===== src/rtl/commit_unit_pkg.sv =====
// Shared types for the commit unit: ROB head entry layout, instruction type codes, FSM states.
package commit_unit_pkg;

  localparam logic [1:0] ITYPE_BRANCH = 2'b00;
  localparam logic [1:0] ITYPE_STORE  = 2'b01;
  localparam logic [1:0] ITYPE_ALU    = 2'b10;
  localparam logic [1:0] ITYPE_LOAD   = 2'b11;

  typedef struct packed {
    logic [1:0]  itype;
    logic        ready;
    logic [4:0]  dest_reg;
    logic [31:0] value;
    logic [31:0] addr;
    logic        branch_result;
    logic [3:0]  ROB_number;
  } ROB_entry_t;

  typedef enum logic [1:0] {
    RETIRE     = 2'd0,
    STORE_WAIT = 2'd1,
    FLUSH_WAIT = 2'd2
  } commit_state_t;

endpackage


===== src/rtl/commit_unit_flush_stall_timer.sv =====
// Loadable down-counter that holds off retirement for a fixed number of cycles after a flush.
module flush_stall_timer #(
  parameter  int unsigned MAX_COUNT = 2,
  localparam int unsigned W         = $clog2(MAX_COUNT + 1)
) (
  input  logic clk,
  input  logic reset_n,
  input  logic load_i,
  input  logic count_i,
  output logic zero_o
);

  logic [W-1:0] cnt_q;
  logic [W-1:0] cnt_d;

  // zero_o looks at the next value so the owner can leave its wait state on time
  always_comb begin
    cnt_d = cnt_q;
    if (load_i) begin
      cnt_d = W'(MAX_COUNT);
    end else if (count_i && (cnt_q != '0)) begin
      cnt_d = cnt_q - W'(1);
    end
    zero_o = (cnt_d == '0);
  end

  always_ff @(posedge clk or negedge reset_n) begin
    if (!reset_n) begin
      cnt_q <= '0;
    end else begin
      cnt_q <= cnt_d;
    end
  end

endmodule


===== src/rtl/commit_unit.sv =====
// In-order retirement controller: retires at most one ROB head entry per cycle to the
// register file, the store port, or the flush/redirect path.
module commit_unit
  import commit_unit_pkg::*;
#(
  parameter int unsigned FLUSH_CYCLES = 2,
  parameter int unsigned CNT_W        = 32
) (
  input  logic             clk,
  input  logic             reset_n,
  input  ROB_entry_t       head,
  input  logic             head_ready,
  input  logic             rob_empty,
  input  logic             store_ack,
  output logic             rd_en,
  output logic             rf_wr_en,
  output logic [4:0]       rf_wr_addr,
  output logic [31:0]      rf_wr_data,
  output logic [3:0]       rf_wr_tag,
  output logic             store_req,
  output logic [31:0]      store_addr,
  output logic [31:0]      store_data,
  output logic             flush,
  output logic [31:0]      redirect_pc,
  output logic [CNT_W-1:0] retired_count
);

  commit_state_t    state_q, state_d;
  logic             store_req_q, store_req_d;
  logic [31:0]      store_addr_q, store_addr_d;
  logic [31:0]      store_data_q, store_data_d;
  logic [CNT_W-1:0] retired_count_q, retired_count_d;

  logic eligible;
  logic timer_load;
  logic timer_count;
  logic timer_zero;
  logic unused_head_ready_bit;

  // head_ready is the authoritative copy of the entry's ready bit
  assign unused_head_ready_bit = head.ready;

  flush_stall_timer #(
    .MAX_COUNT (FLUSH_CYCLES)
  ) u_flush_stall_timer (
    .clk     (clk),
    .reset_n (reset_n),
    .load_i  (timer_load),
    .count_i (timer_count),
    .zero_o  (timer_zero)
  );

  // Retire decision: strobes are combinational from state and head, gated off in reset
  always_comb begin
    state_d      = state_q;
    store_addr_d = store_addr_q;
    store_data_d = store_data_q;
    rd_en        = 1'b0;
    rf_wr_en     = 1'b0;
    rf_wr_addr   = 5'd0;
    rf_wr_data   = 32'd0;
    rf_wr_tag    = 4'd0;
    flush        = 1'b0;
    redirect_pc  = 32'd0;
    timer_load   = 1'b0;
    timer_count  = 1'b0;
    eligible     = reset_n && !rob_empty && head_ready;

    unique case (state_q)
      RETIRE: begin
        if (eligible) begin
          case (head.itype)
            ITYPE_ALU, ITYPE_LOAD: begin
              rd_en      = 1'b1;
              rf_wr_en   = 1'b1;
              rf_wr_addr = head.dest_reg;
              rf_wr_data = head.value;
              rf_wr_tag  = head.ROB_number;
            end
            ITYPE_STORE: begin
              store_addr_d = head.addr;
              store_data_d = head.value;
              state_d      = STORE_WAIT;
            end
            default: begin
              rd_en = 1'b1;
              if (head.branch_result) begin
                flush       = 1'b1;
                redirect_pc = head.value;
                timer_load  = 1'b1;
                state_d     = FLUSH_WAIT;
              end
            end
          endcase
        end
      end
      STORE_WAIT: begin
        if (store_ack && reset_n) begin
          rd_en   = 1'b1;
          state_d = RETIRE;
        end
      end
      FLUSH_WAIT: begin
        timer_count = 1'b1;
        if (timer_zero) begin
          state_d = RETIRE;
        end
      end
      default: state_d = RETIRE;
    endcase

    store_req_d     = (state_d == STORE_WAIT);
    retired_count_d = retired_count_q + CNT_W'(rd_en);
  end

  always_ff @(posedge clk or negedge reset_n) begin
    if (!reset_n) begin
      state_q         <= RETIRE;
      store_req_q     <= 1'b0;
      store_addr_q    <= 32'd0;
      store_data_q    <= 32'd0;
      retired_count_q <= '0;
    end else begin
      state_q         <= state_d;
      store_req_q     <= store_req_d;
      store_addr_q    <= store_addr_d;
      store_data_q    <= store_data_d;
      retired_count_q <= retired_count_d;
    end
  end

  assign store_req     = store_req_q;
  assign store_addr    = store_addr_q;
  assign store_data    = store_data_q;
  assign retired_count = retired_count_q;

endmodule


===== config.mk =====
export PLATFORM = sky130hd
export DESIGN_NAME = commit_unit
export DESIGN_NICKNAME = d
export VERILOG_FILES = /design/src/rtl/commit_unit_pkg.sv /design/src/rtl/commit_unit_flush_stall_timer.sv /design/src/rtl/commit_unit.sv
export SDC_FILE = /design/constraint.sdc
export NUM_CORES = 1
export LEC_CHECK = 0
export CORE_UTILIZATION = 35
export DETAILED_ROUTE_END_ITERATION = 16
export PLACE_DENSITY = 0.77
export SLEW_MARGIN = 5
export SYNTH_ARGS = -nofsm -noshare
export SYNTH_HDL_FRONTEND = slang
export SYNTH_SLANG_ARGS = --single-unit

===== constraint.sdc =====
create_clock -name clk -period 2.03 [get_ports clk]
set_clock_uncertainty 0.15 [all_clocks]
set_input_delay 0.3045 -clock clk [delete_from_list [all_inputs] [get_ports clk]]
set_output_delay 0.3045 -clock clk [all_outputs]
set_load 0.1 [all_outputs]

After elaboration in Yosys (flattened, before gate mapping)
Cells that the tools add are included.

storage, ports and cells
  bits in registers = 101
  output and inout port bits = 173
  logic and storage cells = 58

cells by class
  add/subtract/negate cells = 2
  eq/ne operators = 6
  multiplexer cells = 33
  reduce and logical (&&, ||, !) cells = 11

operator list
  operator                                           number
  2-to-1 mux 32 bit                                  7
  adder 32 x 1 -> 32 bit                             1
  2-to-1 mux 5 bit                                   3
  2-to-1 mux 2 bit                                   6
  2-to-1 mux 4 bit                                   3
  2-to-1 mux 1 bit                                   11
  == test 2 x 1 -> 1 bit (second input constant)     3
  == test 2 bit (second input constant)              3
  one-hot mux 2 bit (3 select lines)                 1
  logical AND 1 bit                                  4
  logical NOT 2 bit                                  2
  one-hot mux 2 bit (2 select lines)                 1
  AND reduction 3 bit                                1
  OR reduction 3 bit                                 1
  one-hot mux 1 bit (2 select lines)                 1
  nonzero test 2 bit                                 1
  OR reduction 2 bit                                 1
  subtractor 2 x 1 -> 2 bit (second input constant)  1
  logical NOT 1 bit                                  1

Logic depth before layout (Yosys ltp)
Gate-level depths: netlist (run 1).

  depth after elaboration = 10
  depth in mapped cells = 10
  mapped depth without buffers = 10

By module
A second synthesis (run 1) with hierarchy kept.

unflattened totals
  cells, all modules = 376
  area total of the unflattened synthesis = 4822.1 um2

modules (own cells, without submodules)
  module             times used  cells each  area each (um2)
  commit_unit        1           362         4697.0
  flush_stall_timer  1           14          125.1

Worst setup path before layout (run 1)
No wires, ideal clock.

  kind = register -> register
  start point = reg state_q[0]
  end point = reg retired_count_q[17] (netlist: retired_count[17])
  library setup time = 159 ps
  arrival time = 3445 ps
  required time = 1721 ps
  setup slack = -1724 ps
  stages on the path, launching flop included = 9
  path buffers = 0
  period minus slack after synthesis = 3754 ps
  cell sequence = dfrtp_1 -> and4bb_2 -> a2bb2oi_1 -> nor2_1 -> ha_1 -> nand3_1 -> nor3_1 -> nand4_1 -> xnor2_1

between the ends
  longest elaborated chain between the ends = 3
  elaborated cells on any way between the ends = 4
  those cells by class = add/sub: 1; eq/ne: 1; mux: 1; reduce/logical: 1

RTL lines
  what                                                         RTL line            source
  from (decl)                                                  commit_unit.sv:28   commit_state_t state_q, state_d;
  from (signal assigned)                                       commit_unit.sv:124  state_q <= state_d;
  == test 2 x 1 -> 1 bit or logical NOT 2 bit (tied branches)  commit_unit.sv:69   unique case (state_q)
  one-hot mux 1 bit (2 select lines) *                         commit_unit.sv:69
  named net rd_en                                              commit_unit.sv:15   output logic rd_en,
  adder 32 x 1 -> 32 bit *                                     commit_unit.sv:113  retired_count_d = retired_count_q + CNT_W'(rd_en);
  named net retired_count_d[17]                                commit_unit.sv:32   logic [CNT_W-1:0] retired_count_q, retired_count_d;
  to (signal assigned)                                         commit_unit.sv:128  retired_count_q <= retired_count_d;
  to (decl)                                                    commit_unit.sv:32

Mark *: on every way through the listed nets, which the timed path passes. The rest lies on a longest branch.
A chain may end at the register's enable or synchronous reset.

Worst setup path after layout (run 1)
  start point = reg state_q[0]
  end point = out redirect_pc[31]

between the ends
  longest elaborated chain between the ends = 2

RTL lines
  what               RTL line           source
  logical NOT 2 bit  commit_unit.sv:69
  2-to-1 mux 32 bit  commit_unit.sv:69
  to (decl)          commit_unit.sv:24  output logic [31:0] redirect_pc,

No other way between the ends.

==> impl_metrics.toml, run 1 <==
[route]
drt_iter0_drc = 77
detail_route.vias_per_cell = 4.80
first_pass_iters = 4
route.detailed.drc = 0
route.vias.total = 4102
ant_nets = 0
wl_per_cell_um = 18.7
wl_mm = 15.9

[synth]
post_synth_mux_area_share_pct = 15.7
synth_simple_gate_area_share_pct = 19.0
adder_cell_share_of_the_synthesized_area_pct = 0.817
synth.yosys.warnings = 0
postSynthCellCount = 368
combinational_family_with_the_most_area_after_synthesis = "simple AND/OR/NAND/NOR gates"
ys_types = 33
synth-compound-area-share_pct = 0.789
syn_nets = 453
post_synth_instance_area_mm2 = 0.00460
ys_ff_latch = 101
synth_sequential_area_ratio_pct = 55.0
synthesis.area_per_instance_um2 = 12.5
synthXorXnorAreaFrac_pct = 5.91

[worst_setup_path]
worst-r2r-setup-slack_ns = -0.44
worstPathCellList = "and4bb_4 -> nand2b_4 -> nor4b_4 -> buf_6 -> clkbuf_16 -> and2_4 -> buf_12"
crit_end_element = "output pin"
worstReg2RegEnd = "retired_count[20]"
required_ns = 1.58
critPathLaunch = "state_q[0]"
timing.critical_path.arrival_ns = 2.13
critical_path.startpoint_type = "flip-flop"
slowest_delay_ns = 0.40
slowest_stage = "dfrtp_1"
worst_setup_path_endpoint = "redirect_pc[31]"
timing_worst_setup_path_type = "flip-flop to output pin"
cells_on_worst_reg2reg_path = 11
critical_path.max_fanout = 6
r2r_path_start = "state_q[0]"

[place]
pre_cts_ws_ns = -0.589
gp_congestion = 0.783
placedCellCount = 808
detailed_place_hpwl_mm = 11.1
placement.io_buffers = 253

[final_layout]
most_common_library_cell_in_the_layout_ignoring_fill_and_taps = "buf_4"
final-instance-count-excl-fill = 854
final_net_count = 762
syn2layout_area_growth_pct = 109
antenna_cells = 0
layout_cells_sized_above_1_pct = 63.8
mostFrequentLayoutCells = "110 x buf_4, 95 x buf_12, 93 x dfrtp_1"
fillCellCount = 831

[power_and_ir_drop]
worst_vdd_ir_mv = 1.11
power.switching_fraction_pct = 50.4
power.density_mw_per_mm2 = 1010
p_comb_share_pct = 53.2
p_int_mw = 4.81
pwr-share-seq_pct = 28.2
leakagePower_nw = 4.35
power_switching_mw = 4.88
power.share.clock_pct = 18.6
design_power_total_mw = 9.69

[run_status]
outcome = "finished with violations"
violations_in_the_final_reports = "negative setup slack"

[timing]
rsz_0062_raised_after_global_routing = "true"
finalHoldViolCount = 0
post_route_worst_setup_slack_ns = -0.556
final-setup-viol-count = 168
slew_violations = 0
final_period_minus_worst_setup_slack_ns = 2.59
timing_worst_slew_pin_value_ns = 0.554
final_period_util_pct = 127
max_freq_mhz = 387
maxSlewHeadroom_pct = 63.1

[floorplanning]
placementRows = 41
io_pins = 255
initial_cell_density_of_the_core_pct = 36.1
die_y_um = 117
die_area_mm2 = 0.0136
die_x_um = 117
floorplan.core_area_mm2 = 0.0127

[flow_run]
timing.max_cap.violations = 0

[cts]
numCtsBuffers = 9
clk_latency_ns = 0.34
cts.clk_slew.worst_paths_ns = 0.07
cts_num_sinks = 101
cts-htree-levels = 3
ctsRootBufferMaster = "clkbuf_16"
clk_path_buf_depth = 2
cts_tree = "built"

[global_route]
grt_first_pass_wirelength_mm = 22.9
combined_global_route_utilization_of_all_metal_layers_pct = 22.4
first_global_vias = 4235
antenna_found_initial = 0
total_congestion_overflow = 0
maximum_number_of_pins_on_one_net_before_global_route_repair = 62

[hold_path]
hold_path_class = "primary input to flip-flop"
## cell usage after synthesis (all sizes together)
library cell / number / area (um^2)
nand3: 13 / 65.1
a211o: 1 / 8.76
ha: 3 / 37.5
buf: 7 / 65.1
nor4b: 1 / 23.8
nor3: 5 / 25.0
nand3b: 2 / 15.0
and4bb: 1 / 12.5
and4: 2 / 17.5
xnor2: 19 / 166
a2bb2oi: 1 / 8.76
xor2: 12 / 105
nor2b: 1 / 6.26
or4: 1 / 11.3
inv: 7 / 26.3
mux2: 64 / 721
nand4: 9 / 62.6
and3: 45 / 282
a41o: 1 / 10.0
a32oi: 1 / 8.76
nand2b: 1 / 8.76
nor2: 14 / 55.1
nor4: 3 / 46.3
clkbuf: 10 / 37.5
dfrtp: 101 / 2530
nand2: 10 / 37.5
and2: 32 / 200
or2: 1 / 6.26
## worst min-delay path by stage
stage	startpoint	to	cells after the start
final	reset_n	state_q[0]	4
after CTS	reset_n	state_q[0]	4
after global placement	reset_n	state_q[1]	2
after global routing	reset_n	store_req	4
after floorplan	reset_n	retired_count[0]	0
after detailed placement	reset_n	u_flush_stall_timer.cnt_q[1]	2
## layer usage
layer / wire length [um] / up-vias / track usage [%]
met5: 0 / - / 0
met4: 155 / 0 / 5.65
met3: 1180 / 10 / 6.54
met2: 8820 / 150 / 42.8
met1: 5790 / 2045 / 24.1
li1: - / 1897 / -
## power by group through the flow
stage               registers [mW]  logic [mW]  clock network [mW]
floorplan                     5.69       0.704                   0
global placement              2.74        4.97                   0
detailed placement            2.76        5.04                   0
CTS                           2.73        5.07                1.84
global route                  2.79        5.29                1.92
finish                        2.74        5.15                1.80
## state kept, by name, indices dropped and copies added, names as in the netlist
signal / cells
store_data: 32
state_q: 2
u_flush_stall_timer.cnt_q: 2
store_addr: 32
store_req: 1
retired_count: 32
## through the flow
stage                     setup TNS (ns)  cell area [um^2]  hold WS (ns)  utilization, %
final                             -44.49              9610         0.317            75.6
after global placement            -63.63              8650         0.180            68.0
after global routing              -56.46              9610         0.331            75.6
after floorplan                   -24.42              5040        -0.141               -
after detailed placement          -68.44              8650         0.202            68.0
after CTS                         -38.73              9190         0.294            72.2
## critical path, delay by kind of cell, from the launching register on
kind,cells,cell delay (ns)
buffers and inverters,3,0.52
and+or+nand+nor,4,0.86
DFF,1,0.40
## timing repair
action / in CTS / in global routing
hold buffers: 1 / 0
gates cloned: 2 / 9
setup buffers: 9 / 12
resized for setup: 31 / 41
endpoints found under the hold margin: 40 / 0
pin swaps: 27 / 15
endpoints found under the setup margin: 161 / 228
## layout make-up
cell class                      instances  area [um^2]  share of cell area (%)
Timing Repair Buffer                  315         3980                    41.4
Multi-Input combinational cell        243         2540                    26.4
Sequential cell                       101         2540                    26.4
Clock buffer                           10          239                    2.49
Tap cell                              172          215                    2.24
Clock inverter                          6         75.1                   0.781
Inverter                                7         26.3                   0.273
## kinds of logic after synthesis
kind of cell             after synthesis
AO/OA/AOI/OAI                          4
XOR/XNOR                              31
adder cells (fa/ha/maj)                3
buffers and inverters                 24
flip-flops                           101
multiplexers                          64
AND/OR/NAND/NOR                      141
Power figures use the tool's default switching activity.
==> inputs of run 2 (changes only) <==
Settings changed: CORE_AREA set to 2 2 100 102, CORE_UTILIZATION 35 to not set, DIE_AREA set to 0 0 102 104, DONT_BUFFER_PORTS set to 1, MAX_ROUTING_LAYER set to met4, PLACE_DENSITY 0.77 to 0.66.
==> impl_metrics.toml, run 2 (synthesis gave the netlist of run 1 again) <==
[worst_setup_path]
critical_path.max_fanout = 8
slowest_delay_ns = 0.40
critical_path.startpoint_type = "flip-flop"
timing.critical_path.arrival_ns = 2.24
worstPathCellList = "and4bb_2 -> buf_4 -> buf_6 -> nor2b_4 -> buf_6 -> clkbuf_16 -> and3_4 -> buf_12"
required_ns = 1.58
slowest_stage = "dfrtp_1"
cp_common_cell = "buf_6"
timing_worst_setup_path_type = "flip-flop to output pin"
crit_end_element = "output pin"

[run_status]
outcome = "finished with violations"
violations_in_the_final_reports = "negative hold slack, negative setup slack"

[timing]
post_route_worst_setup_slack_ns = -0.668
finalHoldViolCount = 101
rsz_0062_raised_after_global_routing = "true"
fin_worst_hold_slack_ns = -0.534
timing_worst_slew_pin_value_ns = 0.955
max_freq_mhz = 371
final_period_util_pct = 133
maxSlewHeadroom_pct = 36.3
final-setup-viol-count = 169
final_period_minus_worst_setup_slack_ns = 2.70
slew_violations = 0

[hold_path]
hold_path_class = "primary input to asynchronous set/reset pin"

[floorplanning]
initial_cell_density_of_the_core_pct = 48.1
die_y_um = 104
die_x_um = 102
floorplan.core_area_mm2 = 0.00955
die_area_mm2 = 0.0106
io_pins = 255
placementRows = 36

[route]
route.detailed.drc = 0
detail_route.vias_per_cell = 5.42
wl_mm = 16.4
wl_per_cell_um = 22.8
drt_iter0_drc = 161
first_pass_iters = 4
route.vias.total = 3884
ant_nets = 0

[final_layout]
final_net_count = 663
syn2layout_area_growth_pct = 76.4
mostFrequentLayoutCells = "93 x dfrtp_1, 76 x buf_4, 65 x dlygate4sd3_1"
most_common_library_cell_in_the_layout_ignoring_fill_and_taps = "dfrtp_1"
layout_cells_sized_above_1_pct = 59.0

[global_route]
maximum_number_of_pins_on_one_net_before_global_route_repair = 104
grt_first_pass_wirelength_mm = 21.9
first_global_vias = 3919
antenna_found_initial = 1
total_congestion_overflow = 0
combined_global_route_utilization_of_all_metal_layers_pct = 27.8

[cts]
ctsRootBufferMaster = "clkbuf_8"
clk_latency_ns = 0.37
cts-htree-levels = 3
cts_tree = "built"
clk_path_buf_depth = 2
cts.clk_slew.worst_paths_ns = 0.11
cts-hold-fix-buffers = 65
cts_num_sinks = 101
numCtsBuffers = 9

[place]
detailed_place_hpwl_mm = 8.96
gp_congestion = 0.788
pre_cts_ws_ns = -0.221
placement.io_buffers = 0

[power_and_ir_drop]
leakagePower_nw = 3.73
design_power_total_mw = 8.61
power.density_mw_per_mm2 = 1060
worst_vdd_ir_mv = 1.04

[flow_run]
timing.max_cap.violations = 0
run 2: changes by cell type in the layout (fill, tap and decap cells not counted), sizes merged:
| cell | delta |
|---|---|
| inv | -1 |
| buf | -84 |
| clkdlybuf4s50 | -79 |
| clkbuf | -1 |
| clkinv | +2 |
| diode | +1 |
| dlygate4sd3 | +64 |
run 2: metrics by stage:
stage | TNS (ns) | utilization (%) | instances | instance area, um^2 | hold WS, ns
6_report | -59.89 | 84.9 | 717 | 8110 | -0.534
5_1_grt | -73.18 | 84.9 | 717 | 8110 | -0.569
4_1_cts | -43.17 | 80.4 | 697 | 7680 | -0.542
3_5_place_dp | -7.82 | 68.3 | 599 | 6520 | -0.139
3_3_place_gp | -4.70 | 68.3 | 599 | 6520 | -0.139
2_1_floorplan | -24.42 | - | 368 | 5040 | -0.141
run 2: what timing repair did:
action | in CTS | in global routing
setup buffers | 13 | 14
endpoints found under the setup margin | 103 | 125
cloned | 4 | 9
gates resized for setup | 25 | 61
hold endpoints to repair | 166 | 101
pin swaps | 26 | 32
run 2: power breakdown:
part	internal, mW	switching, mW
sequential	2.39	2.31
combinational	0.901	1.67
clock	0.588	0.754
total	3.88	4.74
run 2: critical path, delay by kind of cell, from the launching register on:
family	cells	cell delay, ns
buf+inv	5	0.70
simple gates	3	0.77
flops	1	0.40
run 2: cell type report:
type                            count  area [um^2]
Antenna cell                        1         2.50
Clock buffer                        9          124
Clock inverter                      7         80.1
Fill cell                         496         1440
Inverter                            7         26.3
Multi-Input combinational cell    243         2560
Sequential cell                   101         2540
Tap cell                          133          166
Timing Repair Buffer              216         2610
run 2: metal layers:
layer  vias up  part of all wire [%]  track usage, %  wire length, um
met2       162                    55            49.3             8950
li1       1703                     -               -                -
met1      1987                    37            31.2             6060
met5         -                     0               -                0
met4         0                   3.0            7.90              487
met3        32                   5.3            5.91              864
run 2: path summary, 6_finish.rpt:
check	startpoint	to	slack, ns	depth (start not counted)
worst max-delay path	state_q[0]	rf_wr_data[20]	-0.67	8
worst min-delay path	reset_n	store_addr[7]	-0.53	0
worst max register to register	state_q[0]	retired_count[18]	-0.45	12
worst min register to register	u_flush_stall_timer.cnt_q[1]	u_flush_stall_timer.cnt_q[1]	0.36	1
max in group asynchronous	reset_n	retired_count[11]	2.10	0
min in group clk	store_ack	state_q[0]	0.08	3
==> inputs of run 3 (changes only) <==
Settings changed: CELL_PAD_IN_SITES_DETAIL_PLACEMENT set to 1, CELL_PAD_IN_SITES_GLOBAL_PLACEMENT set to 2, CORE_AREA 2 2 100 102 to not set, CORE_UTILIZATION set to 34, CTS_CLUSTER_SIZE set to 10, DIE_AREA 0 0 102 104 to not set, PLACE_DENSITY 0.66 to not set, PLACE_DENSITY_LB_ADDON set to 0.1, SKIP_CTS_REPAIR_TIMING set to 1.
==> impl_metrics.toml, run 3 (synthesis gave the netlist of run 1 again) <==
[place]
detailed_place_hpwl_mm = 9.97
placedCellCount = 641
detailed_place.area_mm2 = 0.00655
placement.io_buffers = 0
gp_congestion = 0.757

[run_status]
outcome = "finished with violations"
violations_in_the_final_reports = "negative hold slack, negative setup slack"

[global_route]
antenna_found_initial = 0
maximum_number_of_pins_on_one_net_before_global_route_repair = 104
first_global_vias = 3524
grt_first_pass_wirelength_mm = 21.0
combined_global_route_utilization_of_all_metal_layers_pct = 20.1
total_congestion_overflow = 0

[cts]
cts_tree = "built"
ctsRootBufferMaster = "clkbuf_16"
clk_path_buf_depth = 2
cts-htree-levels = 3
numCtsBuffers = 9
cts_num_sinks = 101
clk_latency_ns = 0.35
cts.clk_slew.worst_paths_ns = 0.07

[power_and_ir_drop]
power.switching_fraction_pct = 53.3
power_switching_mw = 4.68
design_power_total_mw = 8.78
worst_vdd_ir_mv = 0.882
p_int_mw = 4.10
power.share.clock_pct = 20.0
p_comb_share_pct = 25.9
power.density_mw_per_mm2 = 1110
leakagePower_nw = 3.56
pwr-share-seq_pct = 54.2

[worst_setup_path]
r2r_path_start = "state_q[0]"
timing.critical_path.arrival_ns = 2.13
worst-r2r-setup-slack_ns = -0.23
critical_path.startpoint_type = "flip-flop"
cells_on_worst_reg2reg_path = 10
required_ns = 1.58
critical_path.max_fanout = 17
worstReg2RegEnd = "retired_count[20]"
slowest_delay_ns = 0.38
crit_end_element = "output pin"
slowest_stage = "dfrtp_1"
worstPathCellList = "and4bb_2 -> nand2b_4 -> nor4b_4 -> buf_6 -> buf_12 -> and2_4"
timing_worst_setup_path_type = "flip-flop to output pin"

[timing]
maxSlewHeadroom_pct = 37.7
fin_worst_hold_slack_ns = -0.508
final_period_util_pct = 127
final_period_minus_worst_setup_slack_ns = 2.59
final-setup-viol-count = 102
slew_violations = 0
final.setup.tns_ns = -36.49
finalHoldViolCount = 101
post_route_worst_setup_slack_ns = -0.555
timing_worst_slew_pin_value_ns = 0.934
max_freq_mhz = 387
rsz_0062_raised_after_global_routing = "true"

[final_layout]
mostFrequentLayoutCells = "93 x dfrtp_1, 68 x buf_4, 64 x dlygate4sd3_1"
most_common_library_cell_in_the_layout_ignoring_fill_and_taps = "dfrtp_1"
layout_cells_sized_above_1_pct = 58.1
final_design_area_no_fill_mm2 = 0.00791
fillCellCount = 1265
final-instance-count-excl-fill = 739
antenna_cells = 0
final_net_count = 643
syn2layout_area_growth_pct = 72.0

[route]
drt_iter0_drc = 89
first_pass_iters = 4
wl_mm = 15.4
route.detailed.drc = 0
ant_nets = 0
route.vias.total = 3706
wl_per_cell_um = 20.9
detail_route.vias_per_cell = 5.01

[floorplanning]
die_y_um = 118
io_pins = 255
die_area_mm2 = 0.0140
placementRows = 42
die_x_um = 118
floorplan.core_area_mm2 = 0.0132
initial_cell_density_of_the_core_pct = 34.9

[flow_run]
timing.max_cap.violations = 0

[hold_path]
hold_path_class = "primary input to asynchronous set/reset pin"
## run 3: changes by cell type in the layout (fill, tap and decap cells not counted), sizes merged
| cell | change |
|---|---|
| inv | -1 |
| clkbuf | -1 |
| clkinvlp | +1 |
| dlygate4sd3 | -1 |
| buf | -17 |
| clkinv | -1 |
| diode | -1 |
## run 3: power by group through the flow
| stage | logic, mW | registers, mW | clock network [mW] |
|---|---|---|---|
| after floorplan | 0.704 | 5.69 | 0 |
| after global placement | 2.10 | 4.78 | 0 |
| after detailed placement | 2.14 | 4.80 | 0 |
| after CTS | 2.14 | 4.76 | 1.83 |
| after global routing | 2.37 | 4.80 | 1.89 |
| final | 2.27 | 4.76 | 1.75 |
## run 3: worst max-delay path by stage
| stage | to | from | cells past startpoint | slack (ns) |
|---|---|---|---|---|
| after global routing | redirect_pc[3] | state_q[0] | 6 | -0.61 |
| after CTS | redirect_pc[3] | state_q[0] | 5 | -0.58 |
| after floorplan | retired_count[22] | state_q[0] | 9 | -0.62 |
| final | redirect_pc[3] | state_q[0] | 6 | -0.56 |
| after detailed placement | redirect_pc[3] | state_q[0] | 5 | -0.19 |
| after global placement | retired_count[22] | state_q[0] | 9 | -0.14 |
## run 3: per-layer routing
metal	vias to the layer above	wire, um	global-route usage [%]
li1	1663	-	-
met3	23	1010	5.41
met2	149	8330	33.6
met4	0	367	7.61
met1	1871	5730	23.0
met5	-	0	-
## run 3: critical path, delay by kind of cell, from the launching register on
kind	cells	cell delay (ns)
buf+inv	2	0.33
flops	1	0.38
simple gates	4	1.06
## run 3: final cells by class
type	instances	area [um^2]	share of cell area [%]
clock buffers	10	229	2.90
well taps	176	220	2.78
multi-input cells	243	2450	31.0
clock inverters	6	71.3	0.902
repair buffers	196	2370	30.0
flip-flops and latches	101	2540	32.1
inverters	7	26.3	0.332
## run 3: per-stage QoR
| stage | utilization, % | setup slack (ns) | hold WS [ns] |
|---|---|---|---|
| 5_1_grt | 60.0 | -0.610 | -0.522 |
| 2_1_floorplan | - | -0.620 | -0.141 |
| 3_5_place_dp | 49.7 | -0.185 | -0.140 |
| 4_1_cts | 52.0 | -0.581 | -0.525 |
| 3_3_place_gp | 49.7 | -0.144 | -0.139 |
| 6_report | 60.0 | -0.555 | -0.508 |
==> RTL change: new RTL, settings of run 1 <==
Set the parameter `CNT_W` to 16 (it was 32).
--- a/src/rtl/commit_unit.sv
+++ b/src/rtl/commit_unit.sv
@@ -6,3 +6,3 @@
   parameter int unsigned FLUSH_CYCLES = 2,
-  parameter int unsigned CNT_W        = 32
+  parameter int unsigned CNT_W        = 16
 ) (
Ports: changed (resized retired_count); port bits go from 255 to 239. The function was not compared with the original's and may differ.
==> RTL change against run 1 <==
  * The run still ends with negative setup slack left
  * Core utilization grew 0.70 points
  * Final area fell by 14%
  * Worst setup slack improved by 0.021 ns
  * Die area fell by 15%
  * Routed wire length down 10%
  * Clock power is 34% lower
  * First-iteration DRC count rose by 58%
  * Total power down 9.9%
  * Synthesized area fell by 16%
  * Register-to-register slack improved by 0.27 ns
  * Sequential cell count decreased by 16
  * Sequential power is 12% lower
  * Critical path type unchanged
==> RTL change: results (changes against run 1) <==
stage;metric;value;unit;change
placement;post-place-ws;-0.499;ns;+0.0899 ns
critical_path;worstPathMaxFanout;11;;+5
synth;synth_ff_type;dfrtp_1;;
cts;path_clk_slew;0.09;ns;+0.02 ns
placement;gp_congestion;0.772;;-1.4%
finish;drive_gt1_share;60.3;%;-3.5 points
timing;worstMarginPinSlew;0.583;ns;+0.0289 ns
routing;num_vias;3584;;-13%
synth;ys_seq_area_share;54.9;%;-0.089 points
synth;synthArstFlopShare;100;%;unchanged
synth;synth_mux_area_share;18.6;%;+2.9 points
synth;yosys-top-cells-area;dfrtp_1 (55%), mux2_1 (19%), and3_1 (7.1%);;
synth;synth-compound-area-share;1.07;%;+0.28 points
finish;diodes;0;;unchanged
synth;yosys_warnings;0;;unchanged
cts;clk_path_buf_depth;2;;unchanged
routing;first_pass_iters;6;;+2
finish;finalNetCount;659;;-14%
critical_path;cp_slowest_cell;dfrtp_1;;
placement;numPortBuffers;237;;-6.3%
critical_path;critPathMaxStageDelay;0.40;ns;about the same
global_routing;grt_usage;22.9;%;+0.50 points
outcome;violations;negative setup slack;;
synth;synth_xor_area_share;3.62;%;-2.3 points
timing;setup_tns;-36.29;ns;+8.20 ns
timing;setup_violations;86;;-49%
pwr;p_leak;3.71;nW;-15%
global_routing;grt_start_max_net_pins;48;;-23%
finish;fill_cells;670;;-19%
synth;syn_nets;391;;-14%
cts;clk_latency;0.35;ns;
floorplanning;die-area;11500;µm²;-15%
critical_path;cp.arrival;2.11;ns;-0.02 ns
cts;numCtsBuffers;9;;unchanged
global_routing;antenna_found_initial;0;;unchanged
synth;avgSynthCellArea;12.7;µm²;+1.4%
timing;fin_ws;-0.535;ns;+0.0214 ns
routing;wl_per_cell;19.9;µm;+6.8%
outcome;outcome;complete, but fails checks;;
placement;post-place-cells;683;;-15%
critical_path;crit_family;simple AND/OR/NAND/NOR gates;;
min_path;hold_class;flop to flop;;
cts;htreeDepth;3;;unchanged
synth;synth.top_cells.by_count;dfrtp_1 (85), mux2_1 (64), and3_1 (44);;
global_routing;grt_pass1_vias;3657;;-14%
synth;synth-adder-area-share;0.969;%;+0.15 points
global_routing;grt_pass1_wl;19.9;mm;-13%
routing;first_iter_violations;122;;+58%
pwr;p_sw_share;53.6;%;+3.3 points
placement;placed_area;7440;µm²;-14%
routing;routed_wl;14.3;mm;-10%
pwr;max-vdd-ir-drop;0.975;mV;-12%
synth;yosysUniqueCellTypes;27;;-18%
cts;cts-root-buf;clkbuf_8;;
placement;hpwl;9.50;mm;-15%
-- RTL change: worst paths after layout --
path	start	end	slack, ns	cells past startpoint
max reg2reg	state_q[0]	retired_count[15]	-0.17	9
max in group asynchronous	reset_n	retired_count[6]	0.23	5
min reg2reg	store_addr[31]	store_addr[31]	0.34	1
min in group asynchronous	reset_n	store_data[0]	0.51	4
min	store_addr[31]	store_addr[31]	0.34	1
max	state_q[0]	redirect_pc[2]	-0.53	7
-- RTL change: power groups by stage --
stage                     Combinational (mW)  Clock, mW  Sequential [mW]
after floorplan                        0.611          0             5.33
after global placement                  4.79          0             2.38
after detailed placement                4.86          0             2.42
after CTS                               4.90       1.20             2.40
after global routing                    5.24       1.26             2.47
final                                   5.13       1.18             2.42
-- RTL change: area by class of cell --
cell class                      instances  area [µm²]  share of cell area (%)
Sequential cell                        85        2130                    25.8
Multi-Input combinational cell        197        2170                    26.3
Inverter                                6        22.5                   0.274
Tap cell                              140         175                    2.13
Clock buffer                           16         190                    2.31
Timing Repair Buffer                  275        3550                    43.1
-- RTL change: cells by family (layout without fill, tap and decap cells) --
kind of cell | after synthesis | count (layout)
multiplexers | 64 | 64
XOR/XNOR | 16 | 16
adder cells (fa/ha/maj) | 3 | 3
buffers and inverters | 24 | 297
AND/OR/NAND/NOR | 109 | 109
AO/OA/AOI/OAI | 5 | 5
flip-flops | 85 | 85
-- RTL change: layer usage --
metal / share of wire [%] / track usage (%)
met1: 40 / 26.2
met2: 52 / 40.8
met3: 5.5 / 5.35
met4: 2.3 / 9.98
met5: 0 / 0
-- RTL change: repair_timing --
action | 4_1_cts | 5_1_grt
buffers inserted | 5 | 4
endpoints found under the hold margin | 33 | 0
endpoints found under the setup margin | 98 | 152
cloned | 3 | 9
gates resized for setup | 18 | 62
pin swaps | 9 | 5
hold buffers | 1 | 0
